**src/rtl/id_operand_stage.sv**
```systemverilog
// Decode/operand-fetch stage: source/destination decode, writeback bypass,
// load-use hazard detection and the ID/EX pipeline register.
module id_operand_stage (
  input  logic        clk,
  input  logic        rst,
  input  logic        id_valid,
  input  logic [15:0] id_instr,
  output logic        id_stall,
  output logic [3:0]  SrcReg1,
  output logic [3:0]  SrcReg2,
  input  logic [15:0] SrcData1,
  input  logic [15:0] SrcData2,
  input  logic        wb_wen,
  input  logic [3:0]  wb_reg,
  input  logic [15:0] wb_data,
  input  logic        flush,
  output logic        ex_valid,
  output logic [3:0]  ex_opcode,
  output logic [3:0]  ex_dst,
  output logic        ex_wen,
  output logic [3:0]  ex_src1,
  output logic [3:0]  ex_src2,
  output logic [15:0] ex_op1,
  output logic [15:0] ex_op2,
  output logic [7:0]  ex_imm8
);

  logic [3:0]  opcode, rd, rs, rt;
  logic        idWen;
  logic [15:0] op1, op2;
  logic        hazard;

  assign opcode = id_instr[15:12];
  assign rd     = id_instr[11:8];
  assign rs     = id_instr[7:4];
  assign rt     = id_instr[3:0];

  // Unused sources decode to register 0, so they never bypass or hazard.
  always_comb begin
    SrcReg1 = 4'h0;
    SrcReg2 = 4'h0;
    idWen   = 1'b0;
    case (opcode)
      4'h0, 4'h1, 4'h2, 4'h3, 4'h4, 4'h5, 4'h6, 4'h7: begin
        SrcReg1 = rs;
        SrcReg2 = rt;
        idWen   = 1'b1;
      end
      4'h8: begin
        SrcReg1 = rs;
        idWen   = 1'b1;
      end
      4'h9: begin
        SrcReg1 = rs;
        SrcReg2 = rd;
      end
      4'hA, 4'hB: begin
        SrcReg1 = rd;
        idWen   = 1'b1;
      end
      4'hE: idWen = 1'b1;
      default: ;
    endcase
    if (rd == 4'h0) idWen = 1'b0;
  end

  // The file commits on the edge, so same-cycle writeback must be forwarded.
  always_comb begin
    if (SrcReg1 == 4'h0)                         op1 = 16'h0000;
    else if (wb_wen && (wb_reg == SrcReg1))      op1 = wb_data;
    else                                         op1 = SrcData1;
    if (SrcReg2 == 4'h0)                         op2 = 16'h0000;
    else if (wb_wen && (wb_reg == SrcReg2))      op2 = wb_data;
    else                                         op2 = SrcData2;
  end

  always_comb begin
    hazard = 1'b0;
    if (id_valid && ex_valid && (ex_opcode == 4'h8) && ex_wen) begin
      if ((SrcReg1 != 4'h0) && (ex_dst == SrcReg1)) hazard = 1'b1;
      if ((SrcReg2 != 4'h0) && (ex_dst == SrcReg2)) hazard = 1'b1;
    end
    id_stall = hazard && !flush;
  end

  always_ff @(posedge clk) begin
    if (rst || flush) begin
      ex_valid  <= 1'b0;
      ex_opcode <= 4'h0;
      ex_dst    <= 4'h0;
      ex_wen    <= 1'b0;
      ex_src1   <= 4'h0;
      ex_src2   <= 4'h0;
      ex_op1    <= 16'h0000;
      ex_op2    <= 16'h0000;
      ex_imm8   <= 8'h00;
    end else if (id_stall) begin
      ex_valid <= 1'b0;
      ex_wen   <= 1'b0;
    end else begin
      ex_valid  <= id_valid;
      ex_opcode <= opcode;
      ex_dst    <= rd;
      ex_wen    <= idWen && id_valid;
      ex_src1   <= SrcReg1;
      ex_src2   <= SrcReg2;
      ex_op1    <= op1;
      ex_op2    <= op2;
      ex_imm8   <= id_instr[7:0];
    end
  end

endmodule

```
**config.mk**
```make
export PLATFORM = sky130hd
export DESIGN_NAME = id_operand_stage
export DESIGN_NICKNAME = d
export VERILOG_FILES = /design/src/rtl/id_operand_stage.sv
export SDC_FILE = /design/constraint.sdc
export NUM_CORES = 1
export LEC_CHECK = 0
export CAP_MARGIN = 15
export CORE_ASPECT_RATIO = 1.75
export CORE_MARGIN = 1
export CORE_UTILIZATION = 40
export DETAILED_ROUTE_END_ITERATION = 10
export DONT_BUFFER_PORTS = 1
export GPL_TIMING_DRIVEN = 0
export SLEW_MARGIN = 20
export SYNTH_ARGS = -nofsm -noshare
export SYNTH_HDL_FRONTEND = slang
export SYNTH_SLANG_ARGS = --single-unit
```
**constraint.sdc**
```tcl
create_clock -name clk -period 5.2 [get_ports clk]
set_clock_uncertainty 0.1 [all_clocks]
set_input_delay 0.52 -clock clk [delete_from_list [all_inputs] [get_ports clk]]
set_output_delay 0.52 -clock clk [all_outputs]
set_load 0.02 [all_outputs]
```
* Word level (Yosys, flattened, before mapping)
Cells that the tools add are included.
Storage, ports and cells: bits in registers 58, bits of input ports 73, output and inout bits 67, logic and storage cells 59
Operators by class: equal/unequal tests 17, reductions and logical operators 22, mux-type cells 11
Operators with widths (number):
- 2-to-1 mux 16 bit | 4
- == test 4 bit, second input constant | 6
- == test 4 x 3 -> 1 bit, second input constant | 4
- == test 4 bit | 4
- zero test 4 bit | 4
- case mux 4 bit (2 select lines) | 2
- OR reduction 12 bit | 1
- OR reduction 10 bit | 1
- logical AND 1 bit | 9
- == test 4 x 2 -> 1 bit, second input constant | 2
- nonzero test 4 bit | 2
- OR reduction 8 bit | 1
- 2-to-1 mux 1 bit | 5
- == test 4 x 1 -> 1 bit, second input constant | 1
- OR reduction 2 bit | 2
- zero test 1 bit | 1
- logical OR 1 bit | 1

* Depth between registers and ports, before layout
Gate-level depths: netlist of run 1.
depth after elaboration 10, depth in mapped cells 11, depth with buffers taken out 8

* Worst setup path before layout of run 1
Ideal clock, no wire load.
path kind in2out, start input id_instr[14], end output id_stall, path buffers 1, data arrival time 2343 ps, cell stages on the path 7, required time 4580 ps, slack 2237 ps, cells stage by stage buf_4 nor3b_4 a31o_2 nand2_1 a2111oi_4 nor2_1 inv_1
Between the ends: elaborated cells between the ends (all ways) 27
RTL lines:
- start, declared | RTL line 7 | input logic [15:0] id_instr,
- == test 4 x 1 -> 1 bit (tied with other cells) | RTL line 43 | case (opcode)
- OR reduction 8 bit
- case mux 4 bit (2 select lines) (*) | RTL line 43
- net SrcReg2[0] | RTL line 10 | output logic [3:0] SrcReg2,
- == test 4 bit / nonzero test 4 bit (equally long branches) | RTL line 81 | if ((SrcReg2 != 4'h0) && (ex_dst == SrcReg2)) hazard = 1'b1;
- logical AND 1 bit (*) | RTL line 81
- 2-to-1 mux 1 bit (*) | RTL line 81
- 2-to-1 mux 1 bit (*) | RTL line 79 | if (id_valid && ex_valid && (ex_opcode == 4'h8) && ex_wen) begin
- logical AND 1 bit (*) | RTL line 83 | id_stall = hazard && !flush;
- end, declared | RTL line 8 | output logic id_stall,
Mark *: on every way through the listed nets, which the timed path passes. The rest lies on a longest branch.

* Final worst setup path of run 1
start register ex_opcode[3], end output id_stall
Between the ends: word-level cells in the longest chain between the ends 5
Ends and longest elaborated chain:
- start, declared | RTL line 18 | output logic [3:0] ex_opcode,
- start signal, assigned | RTL line 102 | ex_opcode <= opcode;
- == test 4 bit | RTL line 79
- logical AND 1 bit (2 in series) | RTL line 79
- 2-to-1 mux 1 bit | RTL line 79
- logical AND 1 bit | RTL line 83
No other way between the ends.

==> run_results.csv, run 1 <==
group,metric,value,unit
timing,finalSetupTns,0,ps
placed_design,dp_hpwl,7441,µm
die,num_rows,42,
timing,hold_viol,0,
route,ant_nets,0,
grt,grt_remaining_overflow,0,
route,vias,2720,
synthesis,synth_area,3112,µm²
clocking,cts_hold_buf,0,
route,viasPerCell,6.461,
route,dr.max_layer_used,"met4",
setup_path,cp_num_buf_inv,1,
die,die_height,118.7,µm
route,met1_length,3062,µm
setup_path,endpoint,"id_stall",
setup_path,cp_slowest_stage_delay,530,ps
synthesis,async_flop_share,0,%
synthesis,synthFlopType,"dfxtp_1",
grt,grt_pass1_vias,2795,
clocking,cts_htree_levels,3,
placed_design,port_buffers,0,
setup_path,cp.required,4580,ps
synthesis,ys_types,60,
final_layout,area_growth,12.99,%
setup_path,reg2reg_depth,8,
die,start_util,41.12,%
die,ios,140,
die,fp.dieArea,8150,µm²
setup_path,crit_family,"simple AND/OR/NAND/NOR gates",
timing,hold_ws,235.1,ps
final_layout,fillers,747,
synthesis,synth-edff-count,0,
clocking,clk_pin_slew_worst_paths,50,ps
die,die_w,68.68,µm
clocking,cts-resized-gates,0,
clocking,cts_setup_buffers,0,
synthesis,synth_seq_cells,58,
route,wl_met3,865,µm
route,drc,0,
setup_path,rr_endpoint,"ex_op2[7]",
grt,antenna_found_initial,0,
synthesis,avgSynthCellArea,9.816,µm²
synthesis,syn_inst,317,
clocking,clock_latency,330,ps
route,drt-initial-drc-count,163,
clocking,cts-root-buf,"clkbuf_16",
setup_path,cp_num_cells,6,
min_path,whs_path_depth,2,
timing,rsz0062_at_grt,"no",
clocking,cts_buffer_depth,2,
clocking,cts_tree,"built",
power_and_ir_drop,ir_drop,189.0,µV
route,routed_wirelength,9470,µm
timing,setup_viol_count_final,0,
flow_run,max-cap-violations,0,
clocking,cts-buffers-inserted,9,
synthesis,synth_nets,390,
timing,fmax,274.4,MHz
setup_path,r2r_slack,2020,ps
final_layout,antennaDiodeCount,0,
power_and_ir_drop,cellLeakagePower,1.224,nW
grt,grtUsageTotal,24.21,%
timing,worst_pin_slew,885.1,ps
route,wl_met2,5126,µm
route,wire_per_inst,22.49,µm
setup_path,critPathLaunch,"ex_opcode[3]",
setup_path,critPathMaxFanout,8,
synthesis,synth.top_cell.area_share,37.31,%
placed_design,finalWeightedCongestion,0.8506,
setup_path,crit_chain,"nor4b_1 > nand4_1 > o21bai_1 > a2111oi_4 > nor2_1 > inv_1",
setup_path,arrival,3020,ps
synthesis,yosysSeqAreaShare,37.31,%
setup_path,startpoint_type,"register",
timing,maxSlewViolCount,0,
final_layout,final_layout_size_suffix_gt1_share,17.72,%
timing,fin_crit_sh,70.09,%
setup_path,setup.worst_path.end_class,"primary output",
final_layout,fin_nets,401,
power_and_ir_drop,cellPowerDensity,339.6,nW/µm²
grt,grt_pass1_wl,14310,µm
route,dr.pass1.iters,4,
timing,period_needed,3644,ps
grt,grt_max_degree,11,
synthesis,yosys.area.top_type,"dfxtp_1",
synthesis,yosysWarnings,0,
setup_path,critPathKind,"reg -> out",
clocking,cts.sinks,58,
setup_path,worstReg2RegStart,"ex_opcode[3]",
min_path,hold_path_class,"in -> reg",
timing,slew-limit-headroom,40.78,%
run_status,outcome,"completed",
synthesis,synthTopCellsByArea,"dfxtp_1 37%, mux2_2 5.8%, a32o_1 5.5%",
setup_path,cp_slowest_cell,"nor4b_1",
die,design.core.area,7567,µm²
[per-stage QoR]
step / power, mW / area [µm²] / utilization [%] / instances / setup WS (ps)
after floorplan: 0.6008 / 3112 / - / 317 / 2237
after global placement: 0.6265 / 3222 / 42.58 / 405 / 1708
after detailed placement: 0.6287 / 3229 / 42.68 / 405 / 1717
after CTS: 1.204 / 3516 / 46.46 / 421 / 1421
after global routing: 1.237 / 3516 / 46.46 / 421 / 1333
final: 1.194 / 3516 / 46.46 / 421 / 1556
[flip-flops by register name, indices dropped and copies added (netlist names)]
| signal | flops |
|---|---|
| ex_op2 | 16 |
| ex_imm8 | 8 |
| ex_valid | 1 |
| ex_opcode | 4 |
| ex_src1 | 4 |
| ex_src2 | 4 |
| ex_op1 | 16 |
| ex_dst | 4 |
| ex_wen | 1 |
[final cells by class]
cell class | count | area, µm² | share of cell area [%]
multi-input cells | 220 | 1752 | 49.82
flip-flops and latches | 58 | 1161 | 33.02
clock buffers | 10 | 229.0 | 6.512
plain buffers | 31 | 176.4 | 5.018
well taps | 88 | 110.1 | 3.132
clock inverters | 6 | 57.56 | 1.637
inverters | 8 | 30.03 | 0.8541
[worst min-delay path by stage]
stage,end,slack (ps),from
final,ex_imm8[7],240,id_instr[7]
after global routing,ex_imm8[0],250,id_instr[0]
after CTS,ex_imm8[7],230,id_instr[7]
after detailed placement,ex_imm8[7],470,ex_imm8[7]
after global placement,ex_imm8[7],460,ex_imm8[7]
after floorplan,ex_imm8[0],450,ex_imm8[0]
[routing by layer]
layer  vias to the layer above  global-route usage, %
met5                         -                      0
met4                         0                  14.45
met3                        30                  7.239
met2                       141                  43.81
met1                      1284                  22.06
li1                       1265                      -
[cells in the final DEF, fill, tap and decap left out, types with 3 or more instances in the layout]
master / synthesis / layout
a211oi_1: 4 / 4
a21oi_1: 20 / 20
a311oi_1: 3 / 3
a32o_1: 17 / 17
buf_2: 5 / 5
buf_4: 4 / 4
buf_6: 5 / 5
clkbuf_1: 15 / 16
clkbuf_16: 0 / 9
clkinv_2: 0 / 4
dfxtp_1: 58 / 58
inv_1: 7 / 7
mux2_2: 16 / 16
mux2i_1: 16 / 16
nand2_1: 4 / 4
nand3_1: 20 / 20
nor2_1: 6 / 6
nor2b_1: 5 / 5
o211ai_1: 17 / 17
o21ai_0: 16 / 16
o22ai_1: 3 / 3
o31ai_1: 16 / 16
xnor2_1: 6 / 6
[kinds of logic after synthesis]
family          after synthesis  synth area share, %
compound gates              124                31.69
flops                        58                37.31
simple gates                 55                10.86
buf+inv                      39                6.634
mux                          32                10.94
xor+xnor                      8                2.252
fa+ha+maj                     1               0.3217
[power by group]
| group | internal (mW) | total [mW] | switching (mW) |
|---|---|---|---|
| Clock | 0.367 | 0.575 | 0.208 |
| Sequential | 0.464 | 0.502 | 0.0374 |
| Combinational | 0.0468 | 0.117 | 0.0705 |
[synth_stat cells (2+ instances only)]
library cell	n
nor3_1	2
mux2i_1	16
clkbuf_1	15
o2bb2ai_1	2
a221o_1	2
a221oi_1	2
a31o_2	2
nor2b_1	5
buf_4	4
a2111oi_4	2
o31ai_1	16
a2111o_1	2
a21oi_1	20
a22o_1	2
a32oi_1	2
buf_2	5
o22ai_1	3
nand4_1	2
and2_1	2
o211ai_1	17
xor2_1	2
a211oi_1	4
o21ai_0	16
xnor2_1	6
a311oi_1	3
nor2_1	6
and3_1	2
nand3b_1	2
dfxtp_1	58
mux2_2	16
nand2_1	4
o21a_1	2
buf_6	5
a32o_1	17
inv_1	7
nand3_1	20
Note: power is estimated with default switching activity, not from simulation.
==> inputs of run 2 (changes only) <==
==> constraint.sdc (replaced) <==
create_clock -name clk -period 3.65 [get_ports clk]
set_clock_uncertainty 0.1 [all_clocks]
set_input_delay 0.365 -clock clk [delete_from_list [all_inputs] [get_ports clk]]
set_output_delay 0.365 -clock clk [all_outputs]
set_load 0.02 [all_outputs]
==> run_results.csv, run 2 (synthesized netlist as in run 1, its figures left out) <==
group,metric,value,unit
placed_design,pre_cts_slack,378.3,ps
grt,grt_pass1_wl,14310,µm
final_layout,area_growth,13.19,%
placed_design,post-place-cells,405,
final_layout,fin_util,46.54,%
grt,grt_pass1_vias,2795,
timing,hold_viol,0,
die,design.core.area,7567,µm²
clocking,cts_buffer_depth,2,
setup_path,cp_slowest_cell,"a2111oi_4",
timing,fin_crit_sh,90.06,%
timing,setup_viol_count_final,0,
setup_path,startpoint_type,"register",
route,wire_per_inst,22.47,µm
timing,rsz0062_at_grt,"no",
route,ant_nets,0,
die,die_height,118.7,µm
grt,grtUsageTotal,24.21,%
die,ios,140,
clocking,cts_htree_levels,3,
route,drt-initial-drc-count,170,
die,fp.dieArea,8150,µm²
placed_design,dp_hpwl,7441,µm
flow_run,max-cap-violations,0,
die,die_w,68.68,µm
timing,setup_ws,362.7,ps
clocking,cts-root-buf,"clkbuf_16",
grt,grt_remaining_overflow,0,
min_path,hold_path_class,"in -> reg",
clocking,cts_tree,"built",
route,viasPerCell,6.468,
timing,finalSetupTns,0,ps
final_layout,final_common_cell,"dfxtp_1",
clocking,clk_pin_slew_worst_paths,50,ps
route,dr.pass1.iters,4,
grt,grt_max_degree,11,
power_and_ir_drop,cellPowerDensity,482.9,nW/µm²
timing,fmax,304.2,MHz
timing,maxSlewViolCount,0,
placed_design,finalWeightedCongestion,0.8506,
placed_design,port_buffers,0,
power_and_ir_drop,ir_drop,269.3,µV
clocking,cts_setup_buffers,0,
clocking,cts.sinks,58,
setup_path,arrival,2820,ps
timing,slew-limit-headroom,40.75,%
final_layout,instances_no_fill,421,
die,start_util,41.12,%
timing,worst_pin_slew,885.5,ps
final_layout,final_cell_mix,"58 x dfxtp_1, 20 x nand3_1, 20 x a21oi_1",
clocking,clock_latency,330,ps
setup_path,critPathMaxFanout,8,
final_layout,antennaDiodeCount,0,
setup_path,cp.required,3180,ps
clocking,cts-buffers-inserted,9,
route,vias,2723,
grt,antenna_found_initial,0,
setup_path,cp_slowest_stage_delay,500,ps
setup_path,critPathKind,"reg -> out",
die,num_rows,42,
final_layout,final_layout_size_suffix_gt1_share,18.02,%
route,drc,0,
final_layout,reg_top3,"ex_op1 (16), ex_op2 (16), ex_imm8 (8)",
power_and_ir_drop,fin_total_pwr,1.701,mW
power_and_ir_drop,cellLeakagePower,1.226,nW
setup_path,crit_chain,"nor4b_2 > nand4_1 > o21bai_1 > a2111oi_4 > nor2_1 > inv_1",
route,routed_wirelength,9460,µm
run_status,outcome,"completed",
final_layout,fin_nets,401,
setup_path,setup.worst_path.end_class,"primary output",
timing,period_needed,3287,ps
[run 2: cell count changes in the layout (fill, tap and decap cells not counted)]
cell     before  now
nor4b_1       1    0
nor4b_2       0    1
[run 2: cell type report]
type,count,area [µm²]
fillers,745,4045
clock buffers,10,229.0
multi-input cells,220,1758
flip-flops and latches,58,1161
inverters,8,30.03
plain buffers,31,176.4
well taps,88,110.1
clock inverters,6,57.56
[run 2: metal layers]
layer / GRT usage, % / routed length (µm) / vias to the layer above
met3: 7.239 / 891 / 31
met1: 22.06 / 3035 / 1282
met2: 43.81 / 5133 / 143
met4: 14.45 / 399 / 0
li1: - / - / 1267
met5: 0 / 0 / -
[run 2: final timing paths]
path                start          to  slack (ps)  cells past startpoint
max          ex_opcode[3]    id_stall         360                      6
min reg2reg    ex_src2[1]  ex_src2[1]         470                      2
max reg2reg     ex_dst[2]  ex_op1[12]         650                      7
min           id_instr[7]  ex_imm8[7]          80                      2
[run 2: what timing repair did]
action | 4_1_cts | 5_1_grt
gates resized for setup | 0 | 1
hold buffers | 0 | 0
hold endpoints to repair | 0 | 0
endpoints found under the setup margin | 0 | 1
[run 2: stage by stage]
stage / hold WS, ps / cell area, µm²
detailed placement: 416.9 / 3229
global placement: 414.4 / 3222
floorplan: 410.9 / 3112
finish: 81.61 / 3522
CTS: 72.64 / 3516
global route: 90.02 / 3522
[run 2: worst max-delay path: cells and delay by family (launching register included)]
family / cells / cell delay (ps)
AND/OR/NAND/NOR: 3 / 970
AO/OA/AOI/OAI: 2 / 800
flip-flops: 1 / 440
buffers and inverters: 1 / 280
[run 2: power breakdown]
part           internal, mW  switching, mW  leakage, nW
Sequential            0.661         0.0536        0.475
Combinational        0.0668          0.100        0.609
Clock                 0.523          0.296        0.142
Total                  1.25          0.450         1.23
